<file path="config.mk">
export PLATFORM = sky130hd
export DESIGN_NAME = alu_cmd_ctrl
export DESIGN_NICKNAME = d
export VERILOG_FILES = /design/src/rtl/alu_cmd_ctrl.sv
export SDC_FILE = /design/constraint.sdc
export NUM_CORES = 1
export LEC_CHECK = 0
export BUFFER_PORTS_ARGS = -buffer_cell sky130_fd_sc_hd__clkbuf_2
export CORE_MARGIN = 3
export CORE_UTILIZATION = 55
export CTS_CLUSTER_DIAMETER = 60
export DETAILED_ROUTE_END_ITERATION = 10
export PLACE_DENSITY_LB_ADDON = 0.15
export SETUP_SLACK_MARGIN = 0.15
export SLEW_MARGIN = 40
export SYNTH_ARGS = -nofsm -noshare
export SYNTH_HDL_FRONTEND = slang
export SYNTH_SLANG_ARGS = --single-unit
</file>
<file path="constraint.sdc">
create_clock -name clk_i -period 6.9 [get_ports clk_i]
set_input_delay 0.69 -clock clk_i [delete_from_list [all_inputs] [get_ports clk_i]]
set_output_delay 0.69 -clock clk_i [all_outputs]
set_load 0.005 [all_outputs]
</file>
<file path="src/rtl/alu_cmd_ctrl.sv">
// Packet command controller between a UART byte stream and an unsigned ALU (ECHO/ADD/MUL/DIV).
// Latency: echo bytes appear on tx one cycle after rx; the result goes out four bytes LSB first after the last ALU result.
// Backpressure: rx has none (a full hold register or a busy TX drops the byte and sets err_o); tx and ALU use valid/ready.
module alu_cmd_ctrl #(
  parameter int MAX_LEN     = 64,
  parameter int TIMEOUT_CYC = 28000
) (
  input  logic        clk_i,
  input  logic        rst_ni,
  input  logic [7:0]  rx_data_i,
  input  logic        rx_valid_i,
  output logic [7:0]  tx_data_o,
  output logic        tx_valid_o,
  input  logic        tx_ready_i,
  output logic [1:0]  alu_op_o,
  output logic [31:0] alu_a_o,
  output logic [31:0] alu_b_o,
  output logic        alu_valid_o,
  input  logic        alu_ready_i,
  input  logic [31:0] alu_result_i,
  input  logic        alu_result_valid_i,
  output logic        busy_o,
  output logic        err_o
);

  localparam int TW = $clog2(TIMEOUT_CYC + 1);
  localparam logic [TW-1:0] TO_LAST = TW'(TIMEOUT_CYC - 1);

  typedef enum logic [2:0] {
    S_IDLE, S_HDR, S_PAYLOAD, S_ALU_REQ, S_ALU_WAIT, S_TX_RESULT, S_DRAIN
  } state_t;

  state_t state_q, state_d;

  logic [15:0]   byte_cnt_q, byte_cnt_d, cnt_inc;
  logic [7:0]    op_q, len_lo_q, hold_dat_q;
  logic [15:0]   len_q;
  logic          len_ok_q, err_q, set_err;
  logic [31:0]   acc_q, opnd_q, b_q, opnd_val;
  logic          last_q, alu_pend_q, hold_vld_q, hold_vld_d, to_flag_q;
  logic [1:0]    tx_idx_q;
  logic [TW-1:0] to_cnt_q;

  logic        is_echo, is_arith, tx_fire, alu_fire, res_ok, timed, to_hit;
  logic        hdr_end, hdr_bad, echo_take, echo_drop, arith_byte, opnd_done, first_opnd;
  logic        req_new, abort, stray, drain_done;
  logic [15:0] hdr_len;
  logic [7:0]  acc_byte;

  // Shared event decode used by both the FSM and the datapath.
  always_comb begin
    is_echo    = (op_q == 8'hEC);
    is_arith   = (op_q == 8'hAD) || (op_q == 8'h88) || (op_q == 8'h86);
    tx_fire    = tx_valid_o && tx_ready_i;
    alu_fire   = alu_valid_o && alu_ready_i;
    res_ok     = alu_result_valid_i && alu_pend_q;
    cnt_inc    = (byte_cnt_q == 16'hFFFF) ? byte_cnt_q : byte_cnt_q + 16'd1;
    byte_cnt_d = !rx_valid_i ? byte_cnt_q : (state_q == S_IDLE) ? 16'd1 : cnt_inc;
    timed      = (state_q == S_HDR) || (state_q == S_PAYLOAD) || (state_q == S_DRAIN);
    to_hit     = timed && !rx_valid_i && (to_cnt_q == TO_LAST);
    hdr_len    = {rx_data_i, len_lo_q};
    hdr_end    = (state_q == S_HDR) && rx_valid_i && (byte_cnt_q == 16'd3);
    hdr_bad    = !(is_arith || is_echo) || (hdr_len < 16'd4) || (hdr_len > 16'(MAX_LEN)) ||
                 (is_arith && ((hdr_len[1:0] != 2'b00) || (hdr_len < 16'd12)));
    // A hold slot being emptied this cycle can take the new byte.
    echo_take  = (state_q == S_PAYLOAD) && is_echo && rx_valid_i && (byte_cnt_q < len_q) &&
                 (!hold_vld_q || tx_ready_i);
    echo_drop  = (state_q == S_PAYLOAD) && is_echo && rx_valid_i && !echo_take;
    hold_vld_d = echo_take || (hold_vld_q && !tx_ready_i);
    arith_byte = rx_valid_i && !is_echo && !last_q &&
                 ((state_q == S_PAYLOAD) || (state_q == S_ALU_REQ) || (state_q == S_ALU_WAIT));
    opnd_val   = {rx_data_i, opnd_q[31:8]};
    opnd_done  = arith_byte && (byte_cnt_q[1:0] == 2'b11);
    first_opnd = (byte_cnt_q < 16'd8);
    req_new    = opnd_done && !first_opnd &&
                 ((state_q == S_PAYLOAD) || ((state_q == S_ALU_WAIT) && res_ok));
    abort      = opnd_done && !first_opnd &&
                 ((state_q == S_ALU_REQ) || ((state_q == S_ALU_WAIT) && !res_ok));
    stray      = rx_valid_i && last_q && ((state_q == S_ALU_REQ) || (state_q == S_ALU_WAIT));
    drain_done = !len_ok_q || (byte_cnt_d >= len_q) || to_flag_q || to_hit;
    case (tx_idx_q)
      2'd0:    acc_byte = acc_q[7:0];
      2'd1:    acc_byte = acc_q[15:8];
      2'd2:    acc_byte = acc_q[23:16];
      default: acc_byte = acc_q[31:24];
    endcase
  end

  // State register.
  always_ff @(posedge clk_i or negedge rst_ni) begin
    if (!rst_ni) state_q <= S_IDLE;
    else         state_q <= state_d;
  end

  // Next-state logic and error detection.
  always_comb begin
    state_d = state_q;
    set_err = 1'b0;
    case (state_q)
      S_IDLE: if (rx_valid_i) state_d = S_HDR;
      S_HDR: begin
        if (to_hit) begin
          state_d = S_IDLE;
          set_err = 1'b1;
        end else if (hdr_end) begin
          if (hdr_bad) begin
            state_d = S_DRAIN;
            set_err = 1'b1;
          end else if (hdr_len == 16'd4) begin
            state_d = S_IDLE;
          end else begin
            state_d = S_PAYLOAD;
          end
        end
      end
      S_PAYLOAD: begin
        if (to_hit) begin
          state_d = S_IDLE;
          set_err = 1'b1;
        end else if (is_echo) begin
          if (echo_drop) set_err = 1'b1;
          if ((byte_cnt_d >= len_q) && !hold_vld_d) state_d = S_IDLE;
        end else if (req_new) begin
          state_d = S_ALU_REQ;
        end
      end
      S_ALU_REQ: begin
        if (stray) set_err = 1'b1;
        if (abort) begin
          state_d = S_DRAIN;
          set_err = 1'b1;
        end else if (alu_fire) begin
          state_d = S_ALU_WAIT;
        end
      end
      S_ALU_WAIT: begin
        if (stray) set_err = 1'b1;
        if (abort) begin
          state_d = S_DRAIN;
          set_err = 1'b1;
        end else if (res_ok) begin
          if (req_new)     state_d = S_ALU_REQ;
          else if (last_q) state_d = S_TX_RESULT;
          else             state_d = S_PAYLOAD;
        end
      end
      S_TX_RESULT: begin
        if (rx_valid_i) set_err = 1'b1;
        if (tx_fire && !hold_vld_q && (tx_idx_q == 2'd3)) state_d = S_IDLE;
      end
      S_DRAIN: begin
        if (to_hit) set_err = 1'b1;
        if (drain_done && !(alu_pend_q && !alu_result_valid_i)) state_d = S_IDLE;
      end
      default: state_d = S_IDLE;
    endcase
  end

  // Packet datapath: counters, header fields, operands, accumulator, hold register, timeout.
  always_ff @(posedge clk_i or negedge rst_ni) begin
    if (!rst_ni) begin
      byte_cnt_q <= '0;
      op_q       <= '0;
      len_lo_q   <= '0;
      len_q      <= '0;
      len_ok_q   <= 1'b0;
      err_q      <= 1'b0;
      acc_q      <= '0;
      opnd_q     <= '0;
      b_q        <= '0;
      last_q     <= 1'b0;
      alu_pend_q <= 1'b0;
      hold_vld_q <= 1'b0;
      hold_dat_q <= '0;
      tx_idx_q   <= '0;
      to_cnt_q   <= '0;
      to_flag_q  <= 1'b0;
    end else begin
      byte_cnt_q <= byte_cnt_d;
      if ((state_q == S_IDLE) && rx_valid_i) begin
        op_q     <= rx_data_i;
        len_ok_q <= 1'b0;
        last_q   <= 1'b0;
      end
      if ((state_q == S_HDR) && rx_valid_i && (byte_cnt_q == 16'd2)) len_lo_q <= rx_data_i;
      if (hdr_end) begin
        len_q    <= hdr_len;
        len_ok_q <= (hdr_len >= 16'd4);
      end
      if ((state_q == S_IDLE) && rx_valid_i) err_q <= 1'b0;
      else if (set_err)                      err_q <= 1'b1;
      if (arith_byte) opnd_q <= opnd_val;
      if ((state_q == S_PAYLOAD) && opnd_done && first_opnd) acc_q <= opnd_val;
      else if ((state_q == S_ALU_WAIT) && res_ok)          acc_q <= alu_result_i;
      if (req_new) begin
        b_q    <= opnd_val;
        last_q <= (cnt_inc == len_q);
      end
      alu_pend_q <= (alu_pend_q && !alu_result_valid_i) || alu_fire;
      hold_vld_q <= hold_vld_d;
      if (echo_take) hold_dat_q <= rx_data_i;
      if (state_q != S_TX_RESULT)        tx_idx_q <= '0;
      else if (tx_fire && !hold_vld_q)   tx_idx_q <= tx_idx_q + 2'd1;
      if (rx_valid_i || !timed)          to_cnt_q <= '0;
      else if (to_cnt_q != TO_LAST)      to_cnt_q <= to_cnt_q + 1'b1;
      if (state_q == S_IDLE)                   to_flag_q <= 1'b0;
      else if ((state_q == S_DRAIN) && to_hit) to_flag_q <= 1'b1;
    end
  end

  // Outputs decoded from state and registers only.
  always_comb begin
    busy_o      = (state_q != S_IDLE);
    err_o       = err_q;
    alu_valid_o = (state_q == S_ALU_REQ);
    alu_a_o     = acc_q;
    alu_b_o     = b_q;
    case (op_q)
      8'h88:   alu_op_o = 2'd1;
      8'h86:   alu_op_o = 2'd2;
      default: alu_op_o = 2'd0;
    endcase
    tx_valid_o  = hold_vld_q || (state_q == S_TX_RESULT);
    tx_data_o   = hold_vld_q ? hold_dat_q : acc_byte;
  end

endmodule

</file>
# Word level (Yosys, flattened, before mapping)
# Index checks and enable logic that the tools add are counted.
[totals] register_bits=178 in_bits=46 out_inout_bits=78 wordCells=189
[classes] addsub=3 order_cmp=7 n_eq_ne=30 muxes=48 reduce_logical=84
[ops] cell="$mux 32" n=2
[ops] cell="$mux 16" n=3
[ops] cell="$mux 3" n=16
[ops] cell="$logic_and 1x1->1" n=35
[ops] cell="$eq 16x2->1 const B" n=2
[ops] cell="$eq 8x8->1 const B" n=4
[ops] cell="$lt 16x4->1 const B" n=2
[ops] cell="$mux 15" n=2
[ops] cell="$pmux 8 s3" n=1
[ops] cell="$logic_or 1x1->1" n=22
[ops] cell="$pmux 3 s7" n=1
[ops] cell="$mux 1" n=17
[ops] cell="$add 16x1->16 const B" n=1
[ops] cell="$eq 16x16->1" n=1
[ops] cell="$eq 16x16->1 const B" n=1
[ops] cell="$eq 16x3->1 const B" n=1
[ops] cell="$ge 16x16->1" n=1
[ops] cell="$ge 16x3->1 const B" n=1
[ops] cell="$gt 16x7->1 const B" n=1
[ops] cell="$lt 16x16->1" n=1
[ops] cell="$lt 16x3->1 const B" n=1
[ops] cell="$reduce_bool 2->1" n=8
[ops] cell="$add 15x1->15 const B" n=1
[ops] cell="$eq 15x15->1 const B" n=1
[ops] cell="other kinds (21)" n=46

# Logic depth before layout (Yosys ltp)
# Gate-level depths: netlist of run 1.
[logic_depth] ltp_word=14 ltp_mapped=17 ltp_nobuf=16

# Worst setup path after synthesis of run 1
# No wires, ideal clock.
[synth_path] path_type="flip-flop to flip-flop" startpoint="register state_q[2]" endpoint="register state_q[2]" setup_ps=125 arrival_ps=3437 required_ps=6775 slack_ps=3339 stages_incl_launch_ff=16 path_buffers=2 period_less_slack_ps=3561 path_cell_list="dfrtp_1 clkbuf_1 nor3_1 clkbuf_1 clkinv_1 nand2_1 nor2_1 a22o_1 ha_1 nand2_1 o21a_1 o221a_2 o211ai_1 a31oi_1 nor3_2 mux2_2"
[synth_via] elab_cells_between_ends=59 cone_classes="order compare (1); eq/ne (14); mux (9); reduce/logical (35)"
[synth_rtl] item="start: declaration" line="33" rtl="state_t state_q, state_d;"
[synth_rtl] item="start signal: assignment" line="92" rtl="else state_q <= state_d;"
[synth_rtl] item="$logic_not 3->1 (*)" line="58" rtl="byte_cnt_d = !rx_valid_i ? byte_cnt_q : (state_q == S_IDLE) ? 16'd1 : cnt_inc;"
[synth_rtl] item="$mux 16 (*) (2 in a row)" line="58"
[synth_rtl] item="named net byte_cnt_d[7]" line="35" rtl="logic [15:0] byte_cnt_q, byte_cnt_d, cnt_inc;"
[synth_rtl] item="$ge 16x16->1 (*)" line="80, 122"
[synth_rtl] item="$logic_or 1x1->1 (3 in a row)" line="80" rtl="drain_done = !len_ok_q || (byte_cnt_d >= len_q) || to_flag_q || to_hit;"
[synth_rtl] item="$logic_and 1x1->1" line="153" rtl="if (drain_done && !(alu_pend_q && !alu_result_valid_i)) state_d = S_IDLE;"
[synth_rtl] item="$ne 2x2->1 (no line)"
[synth_rtl] item="$reduce_and 8->1 (no line) (*)"
# Mark *: on every way through the listed nets, which the timed path passes. The rest lies on a longest branch. The select of a mux whose other input is x is not followed.
# A chain may end at the register's enable or synchronous reset.

# Final worst setup path of run 1
[layout_path] startpoint="register byte_cnt_q[0]" endpoint="register state_q[2]"
[layout_via] elab_chain_len=11 elab_cells_between_ends=37 cone_classes="add/sub (1); order compare (3); eq/ne (9); mux (8); reduce/logical (16)"
[layout_rtl] item="start: declaration" line="35"
[layout_rtl] item="start signal: assignment" line="179" rtl="byte_cnt_q <= byte_cnt_d;"
[layout_rtl] item="$add 16x1->16 or $eq 16x16->1 (tied branches)" line="57" rtl="cnt_inc = (byte_cnt_q == 16'hFFFF) ? byte_cnt_q : byte_cnt_q + 16'd1;"
[layout_rtl] item="$mux 16 (*)" line="57"
[layout_rtl] item="$mux 16 (*) (2 in a row)" line="58"
[layout_rtl] item="named net byte_cnt_d[7]" line="35"
[layout_rtl] item="$ge 16x16->1 (*)" line="80, 122"
[layout_rtl] item="$logic_or 1x1->1 (3 in a row)" line="80"
[layout_rtl] item="$logic_and 1x1->1" line="153"
[layout_rtl] item="$ne 2x2->1 (no line)"
[layout_rtl] item="$reduce_and 8->1 (no line) (*)"
# Marked as above.

==> out/results.tsv, run 1 <==
stage	metric	value	unit
layout	area_growth	14.5	%
critical_path	cpMostUsedCell	ha_1	
die	num_rows	46	
layout	drive_gt1_share	25.8	%
critical_path	max_stage_delay	0.48	ns
sta	tns	0	ns
clock_network	clock-sinks	170	
clock_network	cts_resized	0	
detailed_routing	antenna_left	0	
sta	fin_crit_sh	61.7	%
sta	grt_setup_unrepaired	no	
synth	post-synth-top-area-fraction	46.3	%
synth	ys_ff_latch	170	
detailed_routing	wl	25100	microns
critical_path	start_kind	flop	
detailed_routing	detail_route.first_pass.iterations	8	
die	start_util	57.0	%
synth	synth_area_leaders	dfrtp_1 (46%), mux2_2 (10%), nand2_1 (5.9%)	
synth	syn_area_per_cell	10.1	sq um
die	core	16100	sq um
clock_network	cts_hold_buf	0	
synth	async_flop_share	100	%
sta	finalClockSkew	0.0114	ns
status	status	finished clean	
synth	synth_most_common_cell	dfrtp_1	
critical_path	path_buf_inv	0	
power_and_ir_drop	vdd_ir_drop_max	243	uV
sta	slew_violations	0	
layout	fin_util	65.2	%
synth	ys.flop_type	dfrtp_1	
clock_network	cts_tree	built	
placed_design	dp_cells	1206	
clock_network	cts.clk_slew.worst_paths	0.07	ns
global_route	track_usage	28.2	%
synth	yosysWarnings	0	
sta	finalHoldViolations	0	
synth	synth_nets	997	
sta	setup_ws	2.64	ns
sta	maxSlewHeadroom	35.1	%
layout	antenna_cells	0	
global_route	grt_overflow_total	0	
detailed_routing	vias	7466	
power_and_ir_drop	power.leakage	5.07	nW
die	fp.dieArea	18300	sq um
die	fp.dieW	135	microns
die	die_h	135	microns
detailed_routing	drcViolationCount	0	
synth	yosysTopAreaCell	dfrtp_1	
sta	max_freq	0.235	GHz
global_route	grt_pass1_vias	7260	
power_and_ir_drop	p_per_area	366	nW/um^2
placed_design	hpwl	18100	microns
critical_path	cp-end-kind	flop	
critical_path	worstPathMaxFanout	8	
synth	synth_enable_flop_cells	0	
sta	timing.hold.ws	0.248	ns
synth	synth_common_cells	dfrtp_1 (170), nand2_1 (144), mux2_2 (82)	
global_route	grt_max_degree	99	
layout	nets	1094	
die	ios	124	
critical_path	critPathRequiredTime	7.22	ns
sta	fin_crit	4.26	ns
synth	synthesis.area	9180	sq um
critical_path	path_cells	ha_1 -> and3_1 -> nand3_1 -> nor2_1 -> nor3_1 -> a22o_1 -> ha_1 -> nand2_1 -> o21a_1 -> o221a_2 -> o211ai_1 -> a31oi_1 -> nor3_2 -> mux2_2	
global_route	antenna_found_initial	0	
placed_design	place_ws	2.78	ns
synth	ys_types	73	
detailed_routing	drtIter0Drc	834	
critical_path	slowest_stage	dfrtp_1	
layout	fin_cells	1237	
clock_network	clkLatencyLatePin	0.43	ns
placed_design	gp_congestion	0.955	
clock_network	cts_buffers	17	
hold_path	hp-class	input pin to async pin	
detailed_routing	routedWlPerCell	20.3	microns
sta	worst_pin_slew	0.949	ns
run	maxCapViolations	0	
detailed_routing	via_per_inst	6.04	
clock_network	htree_levels	4	
critical_path	cp_top_family	simple AND/OR/NAND/NOR gates	
critical_path	critical_path_class	flop to flop	
global_route	grt_pass1_wl	40100	microns
clock_network	cts-root-buf	clkbuf_16	
clock_network	ctsLongestPathBuffers	2	
critical_path	crit_arrival	4.57	ns
synth	synth_cells	912	
clock_network	cts_setup_buffers	0	
sta	setup_viol	0	
synth	seq_area_frac_synth	46.3	%
placed_design	numPortBuffers	123	
==> routing by layer <==
metal	share of wire [%]	track usage, %	wire, microns	vias up
met5	0	0	0	-
met4	2.6	9.91	656	0
met3	8.1	7.65	2040	45
met2	45	43.1	11400	313
met1	44	39.1	11000	3607
li1	-	-	-	3501
==> worst paths after layout <==
check                                 to  cells after the start  slack [ns]     startpoint
setup / recovery              state_q[2]                     14        2.64  byte_cnt_q[0]
hold / removal             byte_cnt_q[4]                      1        0.25         rst_ni
setup reg to reg              state_q[2]                     14        2.64  byte_cnt_q[0]
hold reg to reg              alu_a_o[24]                      2        0.51    alu_a_o[24]
max in group asynchronous     opnd_q[13]                      2        5.55         rst_ni
min in group clk_i            alu_pend_q                      3        0.48    alu_ready_i
==> area by class of cell <==
cell class	count	area [sq um]
clock buffer	19	443
inverter	26	97.6
clock inverter	12	158
fill	1334	5600
tap	216	270
sequential	170	4250
timing repair buffer	131	689
multi-input combinational	663	4600
==> cells by family after synthesis <==
group,count (synthesis),synth area share [%]
compound gates,194,14.3
mux,86,10.5
xor+xnor,33,3.15
flops,170,46.3
buf+inv,79,3.64
fa+ha+maj,39,5.32
simple gates,311,16.8
==> metrics by stage <==
stage / total power, W / area, sq um
after CTS: 0.00385 / 10500
after global placement: 0.00284 / 9900
after floorplan: 0.00237 / 9180
after detailed placement: 0.00287 / 9910
after global routing: 0.00407 / 10500
final: 0.00384 / 10500
==> registers in the layout, summed over array words and instances, names as in the netlist, 8 cells and up <==
register / flops
op_q: 8
to_cnt_q: 15
byte_cnt_q: 16
len_lo_q: 8
alu_b_o: 32
opnd_q: 24
alu_a_o: 32
hold_dat_q: 8
len_q: 16
==> power by group <==
group,leakage [nW],internal (W),switching (W)
Combinational,2.57,0.000593,0.000668
Sequential,2.21,0.00129,0.000312
Clock,0.288,0.000554,0.000426
Total,5.07,0.00244,0.00141
==> worst register-to-register path, delay by kind of cell (launching register included) <==
family                   cells  cell delay (ns)
AO/OA/AOI/OAI                5             1.22
multiplexers                 1             0.36
adder cells (fa/ha/maj)      2             0.66
AND/OR/NAND/NOR              6             1.45
flip-flops                   1             0.48
==> cell usage in the layout (no fill, tap or decap), types with 24 or more instances in the layout <==
cell and n:
o21ai_0 50, nand2_1 144, dfrtp_1 170, a22oi_1 32
mux2_2 82, ha_1 39, inv_1 24, a21oi_1 38
nor2_1 47, clkbuf_2 122
Note: power is estimated with default switching activity, not from simulation.
==> inputs of run 2 (changes only) <==
--- a/config.mk
+++ b/config.mk
@@ -7,7 +7,7 @@
 export LEC_CHECK = 0
 export BUFFER_PORTS_ARGS = -buffer_cell sky130_fd_sc_hd__clkbuf_2
 export CORE_MARGIN = 3
-export CORE_UTILIZATION = 55
+export CORE_UTILIZATION = 53
 export CTS_CLUSTER_DIAMETER = 60
 export DETAILED_ROUTE_END_ITERATION = 10
 export PLACE_DENSITY_LB_ADDON = 0.15
==> constraint.sdc (replaced) <==
create_clock -name clk_i -period 3.8 [get_ports clk_i]
set_input_delay 0.38 -clock clk_i [delete_from_list [all_inputs] [get_ports clk_i]]
set_output_delay 0.38 -clock clk_i [all_outputs]
set_load 0.005 [all_outputs]
==> run 2 against run 1 <==
Non-clock buffer count rose by 42. Combinational power up 95%. Largest cell class unchanged. Fmax increased by 21%. Highest routed layer unchanged. Hold slack got worse by 0.079 ns. Sequential power rose by 79%. Via count up 2.0%.
==> out/results.tsv, run 2 (synthesis gave the netlist of run 1 again) <==
stage	metric	value	unit
global_route	grt_pass1_vias	7330	
global_route	grt.met2_usage	43.5	%
clock_network	htree_levels	4	
die	fp.dieW	138	microns
clock_network	clkLatencyLatePin	0.43	ns
layout	stdcell_area	11000	sq um
detailed_routing	drtIter0Drc	673	
critical_path	max_stage_delay	0.36	ns
sta	fin_crit_sh	92.5	%
critical_path	critPathRequiredTime	4.12	ns
clock_network	cts_tree	built	
layout	regArea	4260	sq um
clock_network	clock-sinks	170	
placed_design	gp_congestion	0.952	
global_route	grtUsageMet1	37.4	%
clock_network	cts-root-buf	clkbuf_16	
layout	final_cell_mix	dfrtp_1 (165), nand2_1 (142), clkbuf_2 (122), mux2_2 (81), o21ai_0 (47)	
die	num_rows	47	
detailed_routing	wl	26000	microns
hold_path	hp-class	input pin to flop	
detailed_routing	antenna_left	0	
critical_path	path_buf_inv	2	
sta	setup_viol	0	
critical_path	worstPathMaxFanout	6	
sta	max_freq	0.284	GHz
global_route	antenna_found_initial	0	
global_route	grt_pass1_wl	40400	microns
critical_path	critical_path_class	flop to flop	
clock_network	cts.clk_slew.worst_paths	0.07	ns
detailed_routing	routedWlPerCell	20.2	microns
sta	fin_crit	3.52	ns
layout	n_fill_cell	1347	
placed_design	numPortBuffers	123	
global_route	track_usage	27.8	%
placed_design	hpwl	18200	microns
power_and_ir_drop	vdd_ir_drop_max	388	uV
critical_path	path_cells	buf_6 -> nand4_1 -> nor4_4 -> nand3_2 -> nor2_4 -> a21oi_2 -> nor2_1 -> nor2_1 -> ha_1 -> nand4_1 -> nor4_2 -> o211ai_1 -> o211ai_1 -> buf_4 -> o22ai_4 -> nor3_4 -> mux2_1	
critical_path	crit_arrival	3.84	ns
die	core	16800	sq um
detailed_routing	vias	7616	
power_and_ir_drop	power.leakage	5.33	nW
detailed_routing	detail_route.first_pass.iterations	6	
sta	worst_pin_slew	0.797	ns
critical_path	cp-end-kind	flop	
sta	maxSlewHeadroom	45.5	%
sta	finalClockSkew	0.0173	ns
clock_network	ctsLongestPathBuffers	2	
status	status	finished clean	
layout	drive_gt1_share	31.0	%
layout	final_common_cell	dfrtp_1	
layout	nets	1136	
sta	finalHoldViolations	0	
detailed_routing	drcViolationCount	0	
detailed_routing	via_per_inst	5.93	
die	ios	124	
layout	area_growth	19.9	%
critical_path	slowest_stage	dfrtp_1	
critical_path	rr_startpoint	byte_cnt_q[1]	
critical_path	worstSetupStartpoint	byte_cnt_q[1]	
layout	multi_input_area	4760	sq um
global_route	grt_busiest_layer	met2	
power_and_ir_drop	p_per_area	642	nW/um^2
die	start_util	54.8	%
critical_path	cp_top_family	simple AND/OR/NAND/NOR gates	
hold_path	hold_path_startpoint	alu_ready_i	
die	die_h	138	microns
sta	tns	0	ns
critical_path	start_kind	flop	
run	maxCapViolations	0	
global_route	grt_overflow_total	0	
global_route	grt_max_degree	83	
placed_design	place_area	10100	sq um
die	fp.dieArea	18900	sq um
global_route	grt_util_met3	7.56	%
sta	slew_violations	0	
sta	grt_setup_unrepaired	no	
clock_network	cts_buffers	17	
[run 2: cell count changes in the layout (fill, tap and decap cells not counted), moves of 3 or more]
cell / delta
o21ai_1: +3
o21ai_0: -3
dfrtp_2: +5
nand3_2: +3
buf_6: +4
nand3_1: -4
dfrtp_1: -5
nor3_1: -3
buf_4: +37
[run 2: per-layer routing]
metal | vias up | wire length, microns
li1 | 3570 | -
met1 | 3715 | 11200
met2 | 290 | 12300
met3 | 41 | 1870
met4 | 0 | 628
met5 | - | 0
[run 2: worst min-delay path, cell delays in order]
cell and delay [ns]:
clkbuf_2 0.09, nand2_1 0.05, nand2_1 0.05
[run 2: where the power goes]
group          switching [W]  internal, W
combinational        0.00130      0.00117
clock               0.000802     0.000934
sequential          0.000513      0.00235
[run 2: path summary, 6_finish.rpt]
path	endpoint	slack [ns]	cells after the start
setup / recovery	state_q[0]	0.28	17
hold / removal	alu_pend_q	0.17	3
setup reg to reg	state_q[0]	0.28	17
hold reg to reg	hold_dat_q[0]	0.51	1
max in group asynchronous	alu_b_o[2]	2.44	3
min in group asynchronous	len_q[9]	0.48	2
[run 2: through the flow]
| stage | hold slack [ns] | setup WS, ns | total power [W] | cells | utilization, % |
|---|---|---|---|---|---|
| floorplan | 0.0844 | 0.239 | 0.00431 | 912 | - |
| global placement | 0.400 | 0.231 | 0.00522 | 1235 | 60.3 |
| detailed placement | 0.401 | 0.107 | 0.00525 | 1235 | 60.3 |
| CTS | 0.158 | 0.171 | 0.00702 | 1269 | 64.0 |
| global route | 0.178 | 0.109 | 0.00751 | 1284 | 65.6 |
| finish | 0.169 | 0.283 | 0.00706 | 1285 | 65.7 |
[run 2: cell type report]
| cell class | instances | area share (%) |
|---|---|---|
| Antenna cell | 1 | 0.0227 |
| Clock buffer | 18 | 3.90 |
| Clock inverter | 14 | 1.41 |
| Inverter | 26 | 0.887 |
| Multi-Input combinational cell | 663 | 43.2 |
| Sequential cell | 170 | 38.7 |
| Tap cell | 220 | 2.50 |
| Timing Repair Buffer | 173 | 9.33 |
[run 2: timing repair]
action	in CTS	in global routing
resized for setup	3	38
endpoints found under the hold margin	58	0
setup endpoints to repair	3	3
buffers inserted	1	15
hold buffers	1	0
pin swaps	1	16
